### src/rtl/logic_pipe_pkg.sv
// logic_pipe_pkg: function-mode encoding and the per-bit x/y evaluation shared by the pipe
package logic_pipe_pkg;
  typedef enum logic [1:0] {
    MODE_LAB  = 2'b00,
    MODE_ADD  = 2'b01,
    MODE_MUX  = 2'b10,
    MODE_PASS = 2'b11
  } mode_e;
  function automatic logic [1:0] eval(input mode_e m, input logic a, input logic b, input logic c);
    logic ab;
    ab = a | b;
    return m == MODE_LAB ? {~c ^ ab, ab & (~(a & b) ^ ab)} :
           m == MODE_ADD ? {a ^ b ^ c, (a & b) | (a & c) | (b & c)} :
           m == MODE_MUX ? {c ? b : a, ~(ab | c)} :
                           {a, b};
  endfunction
endpackage

### src/rtl/logic_pipe_stage.sv
// logic_pipe_stage: one {valid, x, y} pipeline register, loaded whenever the top says it may advance
module logic_pipe_stage #(
  parameter int WIDTH = 4
) (
  input  logic             clk,
  input  logic             rst,
  input  logic             i_load,
  input  logic             i_valid,
  input  logic [WIDTH-1:0] i_x,
  input  logic [WIDTH-1:0] i_y,
  output logic             o_valid,
  output logic [WIDTH-1:0] o_x,
  output logic [WIDTH-1:0] o_y
);
  logic             r_valid;
  logic [WIDTH-1:0] r_x, r_y;
  always_ff @(posedge clk or posedge rst)
    if (rst) begin
      r_valid <= 1'b0;
      r_x     <= '0;
      r_y     <= '0;
    end else if (i_load) begin
      r_valid <= i_valid;
      r_x     <= i_x;
      r_y     <= i_y;
    end
  assign o_valid = r_valid;
  assign o_x     = r_x;
  assign o_y     = r_y;
endmodule

### src/rtl/logic_pipe.sv
// logic_pipe: bitwise a/b/c -> x/y function unit with valid/ready pipeline and saturating txn counter
module logic_pipe
  import logic_pipe_pkg::*;
#(
  parameter int WIDTH  = 4,
  parameter int STAGES = 2,
  parameter int CNT_W  = 8
) (
  input  logic             clk,
  input  logic             rst,
  input  logic             in_valid,
  output logic             in_ready,
  input  logic [WIDTH-1:0] a,
  input  logic [WIDTH-1:0] b,
  input  logic [WIDTH-1:0] c,
  input  logic [1:0]       mode,
  output logic             out_valid,
  input  logic             out_ready,
  output logic [WIDTH-1:0] x,
  output logic [WIDTH-1:0] y,
  output logic [CNT_W-1:0] txn_count
);
  logic [WIDTH-1:0] w_fx, w_fy;
  logic [STAGES-1:0] w_v;
  logic [WIDTH-1:0] w_x [STAGES];
  logic [WIDTH-1:0] w_y [STAGES];
  logic [STAGES:0]   w_rdy;
  logic [CNT_W-1:0]  r_cnt;
  always_comb begin
    w_fx = '0;
    w_fy = '0;
    for (int i = 0; i < WIDTH; i++) {w_fx[i], w_fy[i]} = eval(mode_e'(mode), a[i], b[i], c[i]);
  end
  // a stage may load if it is empty or everything downstream of it moves this cycle
  always_comb begin
    w_rdy = '0;
    w_rdy[STAGES] = out_ready;
    for (int k = STAGES - 1; k >= 0; k--) w_rdy[k] = ~w_v[k] | w_rdy[k+1];
  end
  for (genvar k = 0; k < STAGES; k++) begin : g_stage
    logic             w_iv;
    logic [WIDTH-1:0] w_ix, w_iy;
    if (k == 0) begin : g_head
      assign w_iv = in_valid;
      assign w_ix = w_fx;
      assign w_iy = w_fy;
    end else begin : g_body
      assign w_iv = w_v[k-1];
      assign w_ix = w_x[k-1];
      assign w_iy = w_y[k-1];
    end
    logic_pipe_stage #(.WIDTH(WIDTH)) u_stage (
      .clk    (clk),
      .rst    (rst),
      .i_load (w_rdy[k]),
      .i_valid(w_iv),
      .i_x    (w_ix),
      .i_y    (w_iy),
      .o_valid(w_v[k]),
      .o_x    (w_x[k]),
      .o_y    (w_y[k])
    );
  end
  always_ff @(posedge clk or posedge rst)
    if (rst) r_cnt <= '0;
    else if (out_valid && out_ready && !(&r_cnt)) r_cnt <= r_cnt + 1'b1;
  assign in_ready  = w_rdy[0];
  assign out_valid = w_v[STAGES-1];
  assign x         = w_x[STAGES-1];
  assign y         = w_y[STAGES-1];
  assign txn_count = r_cnt;
endmodule
### config.mk
export PLATFORM = sky130hd
export DESIGN_NAME = logic_pipe
export DESIGN_NICKNAME = d
export VERILOG_FILES = /design/src/rtl/logic_pipe_pkg.sv /design/src/rtl/logic_pipe_stage.sv /design/src/rtl/logic_pipe.sv
export SDC_FILE = /design/constraint.sdc
export NUM_CORES = 1
export LEC_CHECK = 0
export CORE_MARGIN = 5
export CORE_UTILIZATION = 45
export CTS_CLUSTER_SIZE = 40
export DETAILED_ROUTE_END_ITERATION = 10
export GPL_ROUTABILITY_DRIVEN = 1
export GPL_TIMING_DRIVEN = 0
export HOLD_SLACK_MARGIN = 0.05
export MAX_ROUTING_LAYER = met4
export PLACE_DENSITY_LB_ADDON = 0.15
export SLEW_MARGIN = 20
export SYNTH_ARGS = -nofsm -noshare
export SYNTH_HDL_FRONTEND = slang
export SYNTH_HIERARCHICAL = 1
export SYNTH_SLANG_ARGS = --single-unit
### constraint.sdc
create_clock -name clk -period 3.1 [get_ports clk]
set_input_delay 0.31 -clock clk [delete_from_list [all_inputs] [get_ports clk]]
set_output_delay 0.31 -clock clk [all_outputs]
set_load 0.05 [all_outputs]
==> results of run 1 <==
through the flow:
step           cell area, um^2  worst slack (ns)  hold WS [ns]    util  instances
2_1_floorplan             1675             1.054        0.1257       -        135
3_3_place_gp              2086            0.9011        0.4989  0.5740        218
3_5_place_dp              2086            0.8897        0.5021  0.5740        218
4_1_cts                   2127            0.8841        0.3893  0.5854        221
5_1_grt                   2127            0.8313        0.4338  0.5854        221
6_report                  2127            0.8975        0.3722  0.5854        221
synth_stat cells (2+ instances only):
cell type	instances
inv_1	16
ha_1	13
or3_1	4
mux2_2	2
buf_4	2
a211oi_1	4
nor2_1	8
mux4_2	4
o21ai_0	4
mux2_4	18
xor2_1	3
and3_1	3
nand3_2	2
nand2_1	3
dfrtp_1	26
fa_1	4
buf_6	2
a31oi_1	6
worst paths after layout:
check | startpoint | to | slack [ns] | cells after the start
setup / recovery | out_ready | in_ready | 0.90 | 3
hold / removal | rst | txn_count[5]$_DFFE_PP0P_ | 0.37 | 2
setup reg to reg | txn_count[0]$_DFFE_PP0P_ | txn_count[1]$_DFFE_PP0P_ | 1.67 | 4
hold reg to reg | txn_count[5]$_DFFE_PP0P_ | txn_count[5]$_DFFE_PP0P_ | 0.52 | 1
max in group asynchronous | rst | g_stage[1].u_stage/o_y[1]$_DFFE_PP0P_ | 2.48 | 2
min in group clk | txn_count[5]$_DFFE_PP0P_ | txn_count[5]$_DFFE_PP0P_ | 0.52 | 1
routing by layer:
metal	vias up	GRT usage
li1	543	-
met1	536	0.1472
met2	23	0.2286
met3	2	0.01705
met4	0	0.03967
met5	-	-
sequential cells by signal, summed over array words and instances (netlist names):
name	count
txn_count	8
g_stage.u_stage/o_x	8
g_stage.u_stage/o_y	8
g_stage.u_stage/o_valid	2
power by group through the flow:
stage               Sequential (mW)  Clock (mW)  Combinational, mW
floorplan                     0.690           0              0.196
global placement              0.494           0              0.576
detailed placement            0.498           0              0.587
CTS                           0.491       0.185              0.588
global route                  0.508       0.197              0.618
finish                        0.491       0.177              0.581
final cells by class:
type | count | share of cell area
timing repair buffer | 35 | 0.1647
tap | 48 | 0.02824
clock buffer | 3 | 0.01941
multi-input combinational | 88 | 0.4341
sequential | 26 | 0.3059
buffer | 5 | 0.01941
inverter | 16 | 0.02824
cell families after synthesis:
group                    share of synthesized area
flip-flops                                  0.3883
AND/OR/NAND/NOR                            0.08813
XOR/XNOR                                   0.02091
buffers and inverters                      0.06049
multiplexers                                0.2345
adder cells (fa/ha/maj)                     0.1449
AO/OA/AOI/OAI                              0.06273
==> qor.tcl, run 1 <==
set qor(design.core.area_um2) 3633
set qor(final_period_minus_worst_setup_slack_ns) 2.203
set qor(top_cells_by_area_synth) {dfrtp_1, mux2_4, ha_1}
set qor(post_synth_inst_count) 135
set qor(criticalPathCategory) {in -> out}
set qor(grt_overflow_total) 0
set qor(dr_wl_met2_um) 1530
set qor(cts_buffers) 3
set qor(holdBufCountCts) 0
set qor(drv_cap) 0
set qor(setup_bufs_post_cts) 0
set qor(static-leakage-power_nw) 1.023
set qor(netlist-cell-type-count) 29
set qor(fp-row-count) 22
set qor(synth-async-reset-ratio) 1.000
set qor(layout-drive-gt1-share) 0.2023
set qor(synth.net_count) 170
set qor(worstPathCellList) {clkdlybuf4s50_1 > nand3b_1 > clkdlybuf4s50_1}
set qor(pin_count_of_the_biggest_net_entering_global_routing) 14
set qor(critical_path_arrival_ns) 1.89
set qor(highest_layer) {met4}
set qor(timing.critical_path.slowest_stage_cell) {clkdlybuf4s50_1}
set qor(synth.top_cell.area_share) 0.3883
set qor(groute.usage.overall) 0.1276
set qor(crit_path_start_kind) {input port}
set qor(worstPathBufferInverterCount) 2
set qor(layout-area-overhead-vs-synth_pct) 26.96
set qor(routedLengthMet1_um) 1207
set qor(layout.cells.most_common_list) {clkdlybuf4s50_1, dfrtp_1, mux2_4, inv_1, ha_1}
set qor(fillerInstances) 315
set qor(worst_slew_pin_slew_ns) 0.5151
set qor(postSynthRegisterBits) 26
set qor(clk_pin_slew_ns) 0.08
set qor(final-setup-viol-count) 0
set qor(cts.path.max_buffers) 2
set qor(start_util) 0.4611
set qor(avgViaCountPerCell) 4.995
set qor(swShare) 0.3997
set qor(timing.final.crit_share) 0.7105
set qor(synth.largest_area_cell) {dfrtp_1}
set qor(worstSkewPairLatency_ns) 0.26
set qor(number_of_global_route_vias_before_repair) 1221
set qor(ys_seq_area_frac) 0.3883
set qor(rsz0062_at_grt) {false}
set qor(syn_avg_cell_area_um2) 12.41
set qor(clock_skew_ns) 0.002751
set qor(cts-resized-gates) 0
set qor(layout_commonest_cell) {clkdlybuf4s50_1}
set qor(power_report.internal_total_mw) 0.7496
set qor(tritoncts_sink_count) 26
set qor(final_nets) 210
set qor(tns_ns) 0
set qor(h-tree-depth) 1
set qor(power.sequential.fraction) 0.393
set qor(cts_tree) {yes}
set qor(critical-path-top-delay-family) {buffers and inverters}
set qor(chipWidth_um) 71.02
set qor(drv_slew) 0
set qor(die_h_um) 71.02
set qor(power.switching_mw) 0.4990
set qor(timing.critical_path.fanout_max) 5
set qor(amount_of_wire_on_met3_after_detailed_routing_um) 118
set qor(outcome) {complete, no violations}
set qor(antennaDiodeCount) 0
set qor(timing.critical_path.slowest_cell_delay_ns) 0.82
set qor(worstSetupEndpointType) {output port}
set qor(worstHoldPathType) {in -> async}
set qor(power_share_of_the_clock_group) 0.142
set qor(yosys_warnings) 6
set qor(floorplan.io_pins) 36
set qor(synth_area_um2) 1675
set qor(first_pass_grt_wire_length_um) 5237
set qor(synth_edf_count) 0
set qor(crit_path_frequent_cell) {clkdlybuf4s50_1}
set qor(worst_slew_margin_rel) 0.6555
set qor(wire_length_per_cell_after_detailed_routing_um) 13.08
set qor(dr.first_iter.drc_count) 25
set qor(register_area_um2) 650.6
set qor(multi_input_area_um2) 923.4
set qor(power.density_nw_per_um2) 587.0
set qor(port-buffer-count) 35
set qor(report.final.hold_viol_count) 0
set qor(drt_drc_violations_left) 0
set qor(dp_hpwl_um) 2466
set qor(grt_antenna_before_repair) 0
set qor(synthFlopType) {dfrtp_1}
set qor(vias) 1104
set qor(max-vdd-ir-drop_mv) 0.1751
set qor(route.final.wire_length_um) 2891
set qor(drt.antenna.violating_nets) 0
set qor(detailedRoute.firstPassIterationCount) 3
set qor(floorplan.die_area_um2) 5043
set qor(power.share.combinational) 0.465
set qor(place.gp.congestion) 0.7846
set qor(worst_path_required_ns) 2.79
set qor(power_mw) 1.249
set qor(clock_tree_root_driver_cell) {clkbuf_8}
set qor(achievable-frequency_mhz) 454.0
(Power assumes the default switching activity.)
==> run 2, diff against run 1 <==
==> constraint.sdc (replaced) <==
create_clock -name clk -period 1.9 [get_ports clk]
set_input_delay 0.19 -clock clk [delete_from_list [all_inputs] [get_ports clk]]
set_output_delay 0.19 -clock clk [all_outputs]
set_load 0.05 [all_outputs]
==> qor.tcl, run 2 (synthesized netlist as in run 1, its figures left out) <==
set qor(outcome) {complete, no violations}
set qor(design.core.area_um2) 3633
set qor(fp-row-count) 22
set qor(critical_path_arrival_ns) 1.58
set qor(cts_tree) {yes}
set qor(static-leakage-power_nw) 1.028
set qor(swShare) 0.3949
set qor(power.share.combinational) 0.454
set qor(reg2reg_to) {txn_count[1]$_DFFE_PP0P_}
set qor(crit_path_start_kind) {flop}
set qor(wire_length_per_cell_after_detailed_routing_um) 13.53
set qor(floorplan.die_area_um2) 5043
set qor(worst_setup_slack_after_layout_ns) 0.1289
set qor(drt_drc_violations_left) 0
set qor(hold-worst-slack_ns) 0.2583
set qor(final_area_um2) 2141
set qor(holdBufCountCts) 0
set qor(start_util) 0.4611
set qor(placed_cell_area_um2) 2087
set qor(final_period_minus_worst_setup_slack_ns) 1.771
set qor(port-buffer-count) 35
set qor(clock_tree_root_driver_cell) {clkbuf_8}
set qor(first_pass_grt_wire_length_um) 5306
set qor(worstSetupEndpointType) {output port}
set qor(layout_commonest_cell) {clkdlybuf4s50_1}
set qor(power_mw) 2.092
set qor(vias) 1148
set qor(place.gp.congestion) 0.7908
set qor(dp_hpwl_um) 2575
set qor(drv_cap) 0
set qor(detailedRoute.firstPassIterationCount) 4
set qor(dp_worst_setup_slack_ns) -0.1375
set qor(antennaDiodeCount) 0
set qor(pin_count_of_the_biggest_net_entering_global_routing) 15
set qor(worst_r2r_src) {txn_count[0]$_DFFE_PP0P_}
set qor(floorplan.io_pins) 36
set qor(worst_slew_margin_rel) 0.6563
set qor(timing.final.crit_share) 0.9322
set qor(groute.usage.overall) 0.1319
set qor(max-vdd-ir-drop_mv) 0.3003
set qor(power.switching_mw) 0.8263
set qor(tritoncts_sink_count) 26
set qor(clk_pin_slew_ns) 0.08
set qor(timing.critical_path.fanout_max) 7
set qor(cts_buffers) 3
set qor(final_nets) 210
set qor(achievable-frequency_mhz) 564.6
set qor(worstSkewPairLatency_ns) 0.26
set qor(power.sequential.fraction) 0.384
set qor(die_h_um) 71.02
set qor(timing.reg2reg.worst_path_depth) 4
set qor(timing.critical_path.slowest_stage_cell) {clkdlybuf4s50_1}
set qor(layout.cells.most_common_list) {clkdlybuf4s50_1, dfrtp_1, mux2_4, inv_1, ha_1}
set qor(fillerInstances) 323
set qor(dr.first_iter.drc_count) 32
set qor(report.final.hold_viol_count) 0
set qor(critical-path-top-delay-family) {buffers and inverters}
set qor(chipWidth_um) 71.02
set qor(cts.path.max_buffers) 2
set qor(worst_slew_pin_slew_ns) 0.5139
set qor(worstPathCellList) {clkdlybuf4s50_1}
set qor(worstPathBufferInverterCount) 1
set qor(layout-area-overhead-vs-synth_pct) 27.78
set qor(layout-drive-gt1-share) 0.2126
set qor(timing.critical_path.slowest_cell_delay_ns) 0.85
set qor(worst_path_required_ns) 1.71
set qor(criticalPathCategory) {reg -> out}
set qor(power_share_of_the_clock_group) 0.161
set qor(final-setup-viol-count) 0
set qor(regToRegSetupSlack_ns) 0.47
set qor(power_report.internal_total_mw) 1.266
set qor(number_of_global_route_vias_before_repair) 1196
set qor(grt_overflow_total) 0
set qor(grt_antenna_before_repair) 0
set qor(clock_skew_ns) 0.003249
set qor(avgViaCountPerCell) 5.171
set qor(tns_ns) 0
set qor(power.density_nw_per_um2) 977.3
set qor(route.final.wire_length_um) 3004
set qor(drv_slew) 0
set qor(worstHoldPathType) {in -> async}
set qor(drt.antenna.violating_nets) 0
set qor(h-tree-depth) 1
set qor(rsz0062_at_grt) {false}
-- run 2: changes by cell type in the layout (fill, tap and decap cells not counted), sizes merged --
cell,change
clkdlybuf4s50,-1
clkbuf,+1
dlygate4sd2,+1
-- run 2: layout make-up --
cell class | instances | area [um^2] | share of cell area
Buffer | 5 | 41.29 | 0.01929
Timing Repair Buffer | 35 | 349.1 | 0.1631
Inverter | 16 | 60.06 | 0.02805
Sequential cell | 26 | 651.9 | 0.3045
Tap cell | 48 | 60.06 | 0.02805
Multi-Input combinational cell | 88 | 923.4 | 0.4313
Clock buffer | 4 | 55.05 | 0.02572
-- run 2: through the flow --
stage,cells,utilization
6_report,222,0.5892
5_1_grt,222,0.5892
3_3_place_gp,218,0.5744
3_5_place_dp,218,0.5744
4_1_cts,222,0.5892
2_1_floorplan,135,-
-- run 2: how the worst max path moves through the flow --
stage | startpoint | to | slack, ns | cells after the start
after detailed placement | b[2] | g_stage[0].u_stage/o_y[2]$_DFFE_PP0P_ | -0.14 | 6
after global routing | a[2] | g_stage[0].u_stage/o_x[2]$_DFFE_PP0P_ | 0.06 | 8
final | txn_count[2]$_DFFE_PP0P_ | txn_count[2] | 0.13 | 1
after CTS | txn_count[2]$_DFFE_PP0P_ | txn_count[2] | 0.12 | 1
after floorplan | g_stage[1].u_stage/o_valid$_DFFE_PP0P_ | g_stage[0].u_stage/o_valid$_DFFE_PP0P_ | 0.11 | 3
after global placement | a[1] | g_stage[0].u_stage/o_y[1]$_DFFE_PP0P_ | -0.09 | 6
-- run 2: timing repair --
action,in CTS,in global routing
setup endpoints to repair,1,0
setup buffers,0,0
gates resized for setup,1,0
-- run 2: per-layer routing --
metal | vias up | GRT usage | part of all wire
met3 | 2 | 0.02131 | 0.034
met4 | 0 | 0.04802 | 0.012
met1 | 570 | 0.1491 | 0.41
li1 | 551 | - | -
met2 | 25 | 0.2338 | 0.55
met5 | - | - | 0
-- run 2: power groups by stage --
stage                     Clock [mW]  Combinational [mW]  Sequential [mW]
after floorplan                    0               0.319             1.13
after global placement             0               0.940            0.807
after detailed placement           0               0.963            0.817
after CTS                      0.359               0.963            0.806
after global routing           0.383                1.01            0.827
final                          0.338               0.951            0.804
==> run 3, diff against run 2 <==
--- a/config.mk
+++ b/config.mk
@@ -14,7 +14,6 @@
 export HOLD_SLACK_MARGIN = 0.05
 export MAX_ROUTING_LAYER = met4
 export PLACE_DENSITY_LB_ADDON = 0.15
-export SLEW_MARGIN = 20
 export SYNTH_ARGS = -nofsm -noshare
 export SYNTH_HDL_FRONTEND = slang
 export SYNTH_HIERARCHICAL = 1
==> results of run 3 <==
Final layout, timing and power as in run 2 (identical DEF).
